### config.mk
export PLATFORM = sky130hd
export DESIGN_NAME = flash_phy_resp
export DESIGN_NICKNAME = d
export VERILOG_FILES = /design/src/rtl/flash_phy_pkg.sv /design/src/rtl/flash_phy_timer.sv /design/src/rtl/flash_phy_resp.sv
export SDC_FILE = /design/constraint.sdc
export NUM_CORES = 1
export LEC_CHECK = 0
export ABC_AREA = 1
export CORE_ASPECT_RATIO = 0.9
export CORE_UTILIZATION = 40
export CTS_BUF_LIST = sky130_fd_sc_hd__clkbuf_4
export DETAILED_ROUTE_END_ITERATION = 6
export GPL_TIMING_DRIVEN = 0
export PLACE_DENSITY_LB_ADDON = 0.15
export SLEW_MARGIN = 40
export SYNTH_ARGS = -nofsm -noshare
export SYNTH_HDL_FRONTEND = slang
export SYNTH_HIERARCHICAL = 1
export SYNTH_SLANG_ARGS = --single-unit
### constraint.sdc
create_clock -name clk_i -period 6.1 [get_ports clk_i]
set_input_delay 0.915 -clock clk_i [delete_from_list [all_inputs] [get_ports clk_i]]
set_output_delay 0.915 -clock clk_i [all_outputs]
set_load 0.05 [all_outputs]
### src/rtl/flash_phy_pkg.sv
// Shared types and geometry for the flash PHY responder: FSM states, operation
// codes, default address widths and small elaboration-time helpers.
package flash_phy_pkg;

  localparam int FLASH_BKW = 1;
  localparam int FLASH_PGW = 8;
  localparam int FLASH_WDW = 8;

  typedef enum logic [3:0] {
    StInit,
    StIdle,
    StRdWait,
    StRdMem,
    StRdDone,
    StPgRd,
    StPgWr,
    StPgBusy,
    StErSweep,
    StErBusy,
    StAck
  } state_e;

  typedef enum logic [1:0] {
    OpRd,
    OpProg,
    OpPgErase,
    OpBkErase
  } op_e;

  // Priority rd > prog > pg_erase > bk_erase; caller qualifies with "any op bit set".
  function automatic op_e op_select(input logic rd, input logic prog, input logic pg_erase);
    if (rd) return OpRd;
    else if (prog) return OpProg;
    else if (pg_erase) return OpPgErase;
    else return OpBkErase;
  endfunction

  function automatic int max_int(input int a, input int b);
    return (a > b) ? a : b;
  endfunction

endpackage

### src/rtl/flash_phy_timer.sv
// Loadable down-counter shared by all timed waits; done is high while the count is zero.
// The reset value lets the post-reset init wait run without an explicit load.
module flash_phy_timer #(
  parameter int              CntW   = 8,
  parameter logic [CntW-1:0] RstVal = '0
) (
  input  logic            clk_i,
  input  logic            rst_ni,
  input  logic            load,
  input  logic [CntW-1:0] load_val,
  output logic            done
);

  logic [CntW-1:0] cnt_reg;

  always_ff @(posedge clk_i or negedge rst_ni) begin
    if (!rst_ni) begin
      cnt_reg <= RstVal;
    end else if (load) begin
      cnt_reg <= load_val;
    end else if (cnt_reg != '0) begin
      cnt_reg <= cnt_reg - 1'b1;
    end
  end

  assign done = (cnt_reg == '0);

endmodule

### src/rtl/flash_phy_resp.sv
// Flash-timing emulator over a single-port SRAM: timed reads, AND-only programs,
// page/bank erase sweeps, and init-busy signalling after reset.
module flash_phy_resp
  import flash_phy_pkg::*;
#(
  parameter int BankW       = FLASH_BKW,
  parameter int PageW       = FLASH_PGW,
  parameter int WordW       = FLASH_WDW,
  parameter int DataW       = 32,
  parameter int ReadCycles  = 2,
  parameter int ProgCycles  = 10,
  parameter int EraseCycles = 20,
  parameter int InitCycles  = 16
) (
  input  logic                         clk_i,
  input  logic                         rst_ni,
  input  logic                         req_i,
  input  logic                         rd_i,
  input  logic                         prog_i,
  input  logic                         pg_erase_i,
  input  logic                         bk_erase_i,
  input  logic [BankW+PageW+WordW-1:0] addr_i,
  input  logic [DataW-1:0]             prog_data_i,
  output logic                         rd_done_o,
  output logic                         prog_done_o,
  output logic                         erase_done_o,
  output logic [DataW-1:0]             rd_data_o,
  output logic                         init_busy_o,
  output logic                         mem_req_o,
  output logic                         mem_we_o,
  output logic [BankW+PageW+WordW-1:0] mem_addr_o,
  output logic [DataW-1:0]             mem_wdata_o,
  input  logic [DataW-1:0]             mem_rdata_i
);

  localparam int AddrW     = BankW + PageW + WordW;
  localparam int BankWords = 1 << (PageW + WordW);
  localparam int MaxCnt    = max_int(max_int(max_int(ReadCycles, ProgCycles),
                                             max_int(EraseCycles, InitCycles)), BankWords);
  localparam int CntW      = $clog2(MaxCnt + 1);

  localparam logic [CntW-1:0] ReadLoad  = CntW'(ReadCycles - 1);
  localparam logic [CntW-1:0] ProgLoad  = CntW'(ProgCycles - 1);
  localparam logic [CntW-1:0] EraseLoad = CntW'(EraseCycles - 1);
  localparam logic [CntW-1:0] InitLoad  = CntW'(InitCycles - 1);
  localparam logic [CntW-1:0] PageLast  = CntW'((1 << WordW) - 1);
  localparam logic [CntW-1:0] BankLast  = CntW'(BankWords - 1);

  state_e           state_reg, state_next;
  op_e              op_reg;
  logic [AddrW-1:0] addr_reg;
  logic [DataW-1:0] data_reg;
  logic [CntW-1:0]  sweep_reg, sweep_next;
  logic [DataW-1:0] rd_data_reg;
  logic             rd_done_reg, prog_done_reg, erase_done_reg;

  logic             capture, set_rd, set_prog, set_erase;
  logic             tmr_load, tmr_done;
  logic [CntW-1:0]  tmr_val;
  op_e              op_sel;
  logic             op_valid;
  logic [AddrW-1:0] sweep_base;
  logic [CntW-1:0]  sweep_last;

  flash_phy_timer #(
    .CntW  (CntW),
    .RstVal(InitLoad)
  ) u_timer (
    .clk_i   (clk_i),
    .rst_ni  (rst_ni),
    .load    (tmr_load),
    .load_val(tmr_val),
    .done    (tmr_done)
  );

  assign op_sel   = op_select(rd_i, prog_i, pg_erase_i);
  assign op_valid = rd_i | prog_i | pg_erase_i | bk_erase_i;

  always_comb begin
    sweep_base = '0;
    sweep_last = BankLast;
    if (op_reg == OpPgErase) begin
      sweep_base = {addr_reg[AddrW-1:WordW], {WordW{1'b0}}};
      sweep_last = PageLast;
    end else begin
      sweep_base = {addr_reg[AddrW-1:AddrW-BankW], {(PageW + WordW){1'b0}}};
    end
  end

  always_comb begin
    state_next  = state_reg;
    sweep_next  = sweep_reg;
    capture     = 1'b0;
    set_rd      = 1'b0;
    set_prog    = 1'b0;
    set_erase   = 1'b0;
    tmr_load    = 1'b0;
    tmr_val     = '0;
    mem_req_o   = 1'b0;
    mem_we_o    = 1'b0;
    mem_addr_o  = '0;
    mem_wdata_o = '0;
    case (state_reg)
      StInit: if (tmr_done) state_next = StIdle;
      StIdle: begin
        if (req_i && op_valid) begin
          capture = 1'b1;
          case (op_sel)
            OpRd: begin
              tmr_load   = 1'b1;
              tmr_val    = ReadLoad;
              state_next = StRdWait;
            end
            OpProg:  state_next = StPgRd;
            default: begin
              sweep_next = '0;
              state_next = StErSweep;
            end
          endcase
        end
      end
      StRdWait: if (tmr_done) state_next = StRdMem;
      StRdMem: begin
        mem_req_o  = 1'b1;
        mem_addr_o = addr_reg;
        state_next = StRdDone;
      end
      StRdDone: begin
        set_rd     = 1'b1;
        state_next = StAck;
      end
      StPgRd: begin
        mem_req_o  = 1'b1;
        mem_addr_o = addr_reg;
        state_next = StPgWr;
      end
      StPgWr: begin
        // Flash programming can only pull bits low.
        mem_req_o   = 1'b1;
        mem_we_o    = 1'b1;
        mem_addr_o  = addr_reg;
        mem_wdata_o = mem_rdata_i & data_reg;
        tmr_load    = 1'b1;
        tmr_val     = ProgLoad;
        state_next  = StPgBusy;
      end
      StPgBusy: begin
        if (tmr_done) begin
          set_prog   = 1'b1;
          state_next = StAck;
        end
      end
      StErSweep: begin
        mem_req_o   = 1'b1;
        mem_we_o    = 1'b1;
        mem_addr_o  = sweep_base | AddrW'(sweep_reg);
        mem_wdata_o = '1;
        if (sweep_reg == sweep_last) begin
          tmr_load   = 1'b1;
          tmr_val    = EraseLoad;
          state_next = StErBusy;
        end else begin
          sweep_next = sweep_reg + 1'b1;
        end
      end
      StErBusy: begin
        if (tmr_done) begin
          set_erase  = 1'b1;
          state_next = StAck;
        end
      end
      StAck:   state_next = StIdle;
      default: state_next = StIdle;
    endcase
  end

  always_ff @(posedge clk_i or negedge rst_ni) begin
    if (!rst_ni) begin
      state_reg      <= StInit;
      op_reg         <= OpRd;
      addr_reg       <= '0;
      data_reg       <= '0;
      sweep_reg      <= '0;
      rd_data_reg    <= '0;
      rd_done_reg    <= 1'b0;
      prog_done_reg  <= 1'b0;
      erase_done_reg <= 1'b0;
    end else begin
      state_reg      <= state_next;
      sweep_reg      <= sweep_next;
      rd_done_reg    <= set_rd;
      prog_done_reg  <= set_prog;
      erase_done_reg <= set_erase;
      if (capture) begin
        op_reg   <= op_sel;
        addr_reg <= addr_i;
        data_reg <= prog_data_i;
      end
      if (set_rd) rd_data_reg <= mem_rdata_i;
    end
  end

  assign rd_done_o    = rd_done_reg;
  assign prog_done_o  = prog_done_reg;
  assign erase_done_o = erase_done_reg;
  assign rd_data_o    = rd_data_reg;
  assign init_busy_o  = (state_reg == StInit);

endmodule

# Word level (Yosys, flattened, before mapping)
# Index checks and enable logic that the tools add are counted.
# classes
addsub	2
n_eq_ne	19
muxes	36
bitwise	5
n_reduce_logical	14
# ops
op	n
$mux W17	5
$pmux W17 S2	2
$pmux W32 S2	1
$pmux W4 S9	1
$and A32 B32 Y32	1
$mux W16	2
$mux W4	5
$add A17 B1 Y17 const B	1
$eq A17 B17 Y1	1
$logic_not A17 Y1	1
$or A17 B17 Y17	1
$reduce_bool A17 Y1	1
$sub A17 B1 Y17 const B	1
$eq A4 B3 Y1 const B	4
$pmux W5 S3	1
$mux W1	14
$ne A2 B2 Y1 const B	5
$eq A4 B2 Y1 const B	2
$eq A4 B4 Y1 const B	2
$pmux W4 S2	1
$reduce_or A2 Y1	3
$mux W5	1
$reduce_and A5 Y1	1
$eq A4 B1 Y1 const B	1
13 further kinds	18
# totals
regBits	124
in_bits	88
output_inout_bits	87
wordCells	86

# Depth between registers and ports, before layout
# Gate-level depths: netlist of run 1.
# depth
word_depth	8
mapped_depth	13
ltp_nobuf	13

# Hierarchy
# The synthesis of run 1 kept the hierarchy.
# modules_own_cells
mod	n_inst	cells_per_inst	area_per_inst_um2	seq_area_each_um2
flash_phy_resp	1	732	5351.4	2677.6
flash_phy_timer	1	172	1133.6	430.4

# Worst setup path before layout of run 1
# Ideal clock, no wire load.
# synth_timing
kind	flip-flop to output port
from	register state_reg[2]
to	output port mem_addr_o[11]
arrival_ns	2.035
t_required_ns	5.185
path_slack_ns	3.150
stages_incl_launch_ff	5
path_buffers	1
cell_sequence	dfrtp_1 nor2_2 a22oi_2 buf_2 o21ai_0
# synth_via
elab_chain_len	3
elab_cells_between_ends	6
classes_between	4 x eq/ne; 1 x mux; 1 x reduce/logical
# synth_lines
item	line	source
from (decl)	flash_phy_resp.sv:49	state_e state_reg, state_next;
from (signal assigned)	flash_phy_resp.sv:179	state_reg <= StInit;
from (signal assigned)	flash_phy_resp.sv:189	state_reg <= state_next;
$eq A4 B3 Y1 or $eq A4 B2 Y1 (tied branches)	flash_phy_resp.sv:103	case (state_reg)
$reduce_or A3 Y1 (no line)	n/a	
$pmux W17 S2 (*)	flash_phy_resp.sv:103	
to (decl)	flash_phy_resp.sv:31	output logic [BankW+PageW+WordW-1:0] mem_addr_o,
# Every way passes the cells marked *; elsewhere a longest branch is shown, timed or not.

# Worst setup path after layout of run 1
# layout_timing
from	register state_reg[0]
to	output port mem_wdata_o[0]
# layout_via
elab_chain_len	2
elab_cells_between_ends	3
classes_between	2 x eq/ne; 1 x mux
# layout_lines
item	line	source
$eq A4 B4 Y1 or $eq A4 B3 Y1 (tied branches)	flash_phy_resp.sv:103	
$pmux W32 S2 (*)	flash_phy_resp.sv:103	
to (decl)	flash_phy_resp.sv:32	output logic [DataW-1:0] mem_wdata_o,
# Marks and branches as above.

==> results.md, run 1 <==
- Critical Path Most Common Cell: nand2_1
- Post-synthesis to final-layout area growth: 37.24%
- Area share of the largest cell type after synthesis: 0.4631
- Via density: 4.851
- Worst hold path class: in -> async
- Vias in the first global route: 5930
- Final wirelength: 19310 um
- Synth Register Bits: 124
- Worst slew pin tran: 0.6427 ns
- Clk pwr share: 0.150
- Share of cells above drive strength 1: 0.08452
- Initial Utilization: 0.4156
- P per Cell Area: 495.3 mW/mm2
- DIE AREA: 0.01673 mm2
- Port Buffers: 174
- Largest net degree at the start of global routing: 56
- Pre-antenna DRT Iters: 5
- Top post-synthesis cells by area: dfrtp_1 (46%), nand2_1 (24%), nand3_1 (6.8%)
- Startpoint Class: register
- XOR/XNOR Fraction of Synth Area: 0.004052
- Wire per inst: 14.56 um
- CTS tree: done
- YS warnings: 6
- Status: complete, no violations
- CP max stage delay: 0.83 ns
- Core area: 0.01560 mm2
- Combinational Power Share: 0.528
- Worst R2R Path Depth: 12
- Crit path max fanout: 10
- Worst Skew: 0.01502 ns
- Net Sw Frac: 0.4843
- Critical-path cell list: inv_2, nand2_1, nor2_1, buf_2, nand3_1, nand2_1, clkdlybuf4s50_1
- Diode count: 0
- Leak pwr: 4.398 nW
- Placement Setup Slack: 2.711 ns
- Gr ovfl total: 0
- Crit path required time: 5.18 ns
- Worst R2R Setup Slack: 3.66 ns
- Fill cell count: 1534
- Cell Area, Synth: 0.006485 mm2
- RSZ-0062 raised after global routing: false
- Achievable Freq: 253.8 MHz
- Dpl hpwl: 14410 um
- Period utilization: 0.6459
- Int Pwr: 2.273 mW
- CP max stage cell: clkdlybuf4s50_1
- Post-synthesis adder-cell area fraction: 0.003859
- First-pass GRT wire length: 30330 um
- I/O pin cnt: 175
- PnR worst setup slack: 2.160 ns
- Largest family of logic cells by synthesized area: simple AND/OR/NAND/NOR gates
- Max-cap viol count: 0
- Inserted Clock Buffers: 17
- Worst setup path startpoint: state_reg[0]
- Post-Syn Instances: 904
- Post-route ant nets: 0
- Slew HR: 0.5715
- Fraction of the mapped netlist area in simple logic gates: 0.3824
- Clock Root Buffer: clkbuf_4
- P_sw: 2.134 mW
- Remaining DRCs: 0
- CP endpoint kind: primary output
- Post CTS Setup Buffer Count: 0
- DIE WIDTH: 136.2 um
- Post_cts resized: 0
- DR vias: 6433
- Worst Path Class, Setup: reg -> out
- Slew Viols, Final: 0
- Crit path arrival time: 3.03 ns
- Mux contribution to synthesized area: 0
- Seq/Total Area, Yosys: 0.4793
- # rows: 43
- Final net count: 1201
- RR Startpoint: sweep_reg[0]
- Worst reg2reg endpoint: u_timer/cnt_reg[2]
- Hold Buf Count CTS: 0
- Crit path time final: 3.940 ns
- Clk slew on worst S/H paths: 0.11 ns
- Initial DRC count: 340
- Clock sinks: 124
- Synth Area in Compound Gates: 0.06039
- Initial antenna violation count: 0
- # H-tree levels: 4
- Dominant cell type by area after synthesis: dfrtp_1
- Total Routing Usage GR: 0.2386
- Worst-Skew Late Latency: 0.54 ns
- Final number of hold-violating endpoints: 0
- Height of the die: 122.8 um
- Part of the power in registers: 0.322
- Count of different cell masters after synthesis: 31
- Clock Path Buffers: 2
- Final Wtd Congestion: 0.8509
- Total negative slack: 0 ns
- Final setup viols: 0
- Avg Cell Area, Syn: 7.174 um2
- Peak VDD IR: 0.3012 mV
[metrics by stage]
stage                       util  hold slack (ns)  instances  area [um2]  total power, mW
after floorplan                -           0.4422        916        6530            2.979
after global placement    0.5464           0.4523       1292        8524            3.725
after detailed placement  0.5497           0.4574       1294        8577            3.765
after CTS                 0.5704           0.1799       1326        8900            4.437
after global routing      0.5704           0.1738       1326        8900            4.711
final                     0.5704           0.2135       1326        8900            4.408
[worst max path at each step]
stage	end	slack, ns	depth (start not counted)
CTS	mem_wdata_o[0]	2.08	7
global placement	data_reg[14]	-1.03	1
global route	mem_wdata_o[0]	1.94	7
floorplan	mem_addr_o[11]	3.15	4
finish	mem_wdata_o[0]	2.16	7
detailed placement	mem_wdata_o[0]	2.71	7
[power groups by stage]
stage / registers (mW) / clock network, mW / logic, mW
final: 1.42 / 0.660 / 2.33
after global routing: 1.47 / 0.712 / 2.53
after floorplan: 1.77 / 0 / 1.21
after detailed placement: 1.44 / 0 / 2.33
after CTS: 1.42 / 0.681 / 2.34
after global placement: 1.43 / 0 / 2.30
[layout make-up]
class                   instances  area, um2  area share
clock buffers                  17      127.6     0.01434
well taps                     202      252.7     0.02840
inverters                      69      259.0     0.02910
repair buffers                176       1794      0.2016
plain buffers                  33      191.4     0.02151
multi-input cells             690       2972      0.3339
clock inverters                15      195.2     0.02193
flip-flops and latches        124       3108      0.3492
[worst max-delay path: cells and delay by family (launching register included)]
kind,cells,cell delay (ns)
buffers and inverters,3,1.33
flip-flops,1,0.45
AND/OR/NAND/NOR,4,0.71
[synthesized netlist by cell type, drive strengths merged]
master,number
nand2,415
dfrtp,120
nand3,88
nor2,76
inv,69
o21ai,47
buf,26
a21oi,18
clkbuf,7
nand4,7
nor3,5
o22ai,5
or2,5
dfstp,4
xor2,3
ha,2
a211oi,1
a22oi,1
and2,1
conb,1
nand3b,1
o211ai,1
o21a,1
[routing by layer]
metal / track usage / part of all wire
met1: 0.3232 / 0.47
met2: 0.3782 / 0.46
met5: 0 / 0
met4: 0.08611 / 0.019
met3: 0.04709 / 0.050
[cell families (layout without fill, tap and decap cells)]
| family | Yosys count | in the layout |
|---|---|---|
| xor+xnor | 3 | 3 |
| flops | 124 | 124 |
| compound gates | 74 | 74 |
| buf+inv | 102 | 310 |
| fa+ha+maj | 2 | 2 |
| simple gates | 598 | 598 |
| other cells | 1 | 13 |
[layout by cell type (no fill, tap or decap), drive strengths merged]
cell type,n
nand2,415
clkdlybuf4s50,173
dfrtp,120
nand3,88
nor2,76
inv,72
o21ai,47
buf,29
clkbuf,24
a21oi,18
conb,13
nand4,7
clkinv,7
or2,5
o22ai,5
nor3,5
bufinv,4
dfstp,4
xor2,3
ha,2
nand3b,1
a22oi,1
o21a,1
a211oi,1
o211ai,1
clkinvlp,1
and2,1
No activity file was read; power rests on OpenSTA's default activity.
==> inputs of run 2 (changes only) <==
Clock period 6.1 ns to 3.45 ns, I/O delays scaled along.
==> results.md, run 2 (same netlist as run 1, synthesis figures left out) <==
- Final wirelength: 19330 um
- Core area: 0.01560 mm2
- First-pass GRT wire length: 30330 um
- Util after Layout: 0.5763
- Commonest non-fill, non-tap cell in the layout: nand2_1
- Remaining DRCs: 0
- Wire per inst: 14.57 um
- CP max stage delay: 0.87 ns
- Final Wtd Congestion: 0.8509
- Initial Utilization: 0.4156
- Status: complete, no violations
- Share of cells above drive strength 1: 0.08533
- Final number of hold-violating endpoints: 0
- DIE AREA: 0.01673 mm2
- CTS tree: done
- Diode count: 0
- CP endpoint kind: primary output
- RSZ-0062 raised after global routing: false
- Worst slew pin tran: 0.6472 ns
- Crit path arrival time: 2.74 ns
- Crit path max fanout: 9
- CP max stage cell: clkdlybuf4s50_1
- Port Buffers: 174
- WP buf/inv: 2
- # H-tree levels: 4
- Achievable Freq: 307.2 MHz
- Worst hold path class: in -> async
- Initial DRC count: 341
- Fin cells: 1327
- Post-synthesis to final-layout area growth: 38.66%
- Crit path time final: 3.256 ns
- Initial antenna violation count: 0
- Dpl hpwl: 14410 um
- Slew HR: 0.5686
- Largest delay share family, worst path: buffers and inverters
- Vias in the first global route: 5930
- Post-Place Cells: 1294
- Clk slew on worst S/H paths: 0.11 ns
- Pre-antenna DRT Iters: 7
- Leak pwr: 5.066 nW
- Worst-Skew Late Latency: 0.54 ns
- Via density: 4.823
- Inserted Clock Buffers: 17
- Clock Path Buffers: 2
- Final setup viols: 0
- Gr ovfl total: 0
- Crit path required time: 2.93 ns
- Startpoint Class: register
- Worst Path Class, Setup: reg -> out
- # rows: 43
- Peak VDD IR: 0.5248 mV
- Slew Viols, Final: 0
- Post-route ant nets: 0
- DIE WIDTH: 136.2 um
- Clock sinks: 124
- Clock Root Buffer: clkbuf_4
- Period utilization: 0.9437
- I/O pin cnt: 175
- DR vias: 6400
- Worst Skew: 0.01552 ns
- Height of the die: 122.8 um
- Commonest non-fill, non-tap cells in the layout: nand2_1 (409), clkdlybuf4s50_1 (129), dfrtp_1 (120)
- Critical-path cell list: nor2_1, nand2_2, inv_2, nand2_1, o21ai_0, clkdlybuf4s50_1
- Final net count: 1202
- Largest net degree at the start of global routing: 56
- Total Routing Usage GR: 0.2386
- P per Cell Area: 863.2 mW/mm2
- Max-cap viol count: 0
-- run 2: cell type report --
class                      instances  area [um2]
clock inverter                    15       195.2
tap                              202       252.7
timing repair buffer             177        1884
buffer                            33       191.4
multi-input combinational        690        2974
clock buffer                      17       127.6
inverter                          69       259.0
sequential                       124        3108
fill                            1525        6610
-- run 2: path summary, 6_finish.rpt --
| path | startpoint | endpoint | slack (ns) | depth (start not counted) |
|---|---|---|---|---|
| max in group asynchronous | rst_ni | u_timer/cnt_reg[3] | 2.43 | 3 |
| worst min-delay path | rst_ni | u_timer/cnt_reg[8] | 0.41 | 2 |
| min in group clk_i | rd_data_o[21] | rd_data_o[21] | 0.48 | 2 |
| worst max register to register | sweep_reg[0] | u_timer/cnt_reg[2] | 1.02 | 12 |
| worst min register to register | rd_data_o[21] | rd_data_o[21] | 0.48 | 2 |
| worst max-delay path | state_reg[1] | mem_addr_o[9] | 0.19 | 6 |
-- run 2: metal layers --
layer	vias up	GRT usage	wire length, um
li1	3244	-	-
met1	2963	0.3235	9060
met2	167	0.3782	8899
met3	26	0.04667	1006
met4	0	0.08611	367
met5	-	0	0
-- run 2: power breakdown --
part / total (mW) / internal, mW / switching (mW)
Combinational: 4.08 / 1.31 / 2.77
Clock: 1.17 / 0.576 / 0.594
Sequential: 2.51 / 2.11 / 0.407
Total: 7.76 / 3.99 / 3.77
-- run 2: through the flow --
step	setup WS [ns]	total power, mW	hold slack (ns)	area (um2)	TNS (ns)
final	0.1944	7.762	0.4138	8992	0
after global routing	0.07099	8.297	0.3878	8992	0
after CTS	0.0002200	7.827	0.3887	8902	0
after detailed placement	0.4583	6.656	0.4047	8577	0
after global placement	-3.286	6.587	0.4523	8524	-399.22
after floorplan	0.8974	5.268	0.2219	6530	0
-- run 2: worst reg2reg max path: cells and delay by family, from the launching register on --
| kind | cells | cell delay [ns] |
|---|---|---|
| buffers and inverters | 3 | 0.52 |
| AOI/OAI and AO/OA | 2 | 0.30 |
| DFF | 1 | 0.44 |
| and+or+nand+nor | 6 | 0.83 |
| adders and majority gates | 1 | 0.26 |
-- run 2: what timing repair did --
item,CTS,global route
hold endpoints to repair,31,0
setup buffers,0,0
endpoints found under the setup margin,36,36
gates resized for setup,9,36
cloned,0,0
hold buffers,1,0
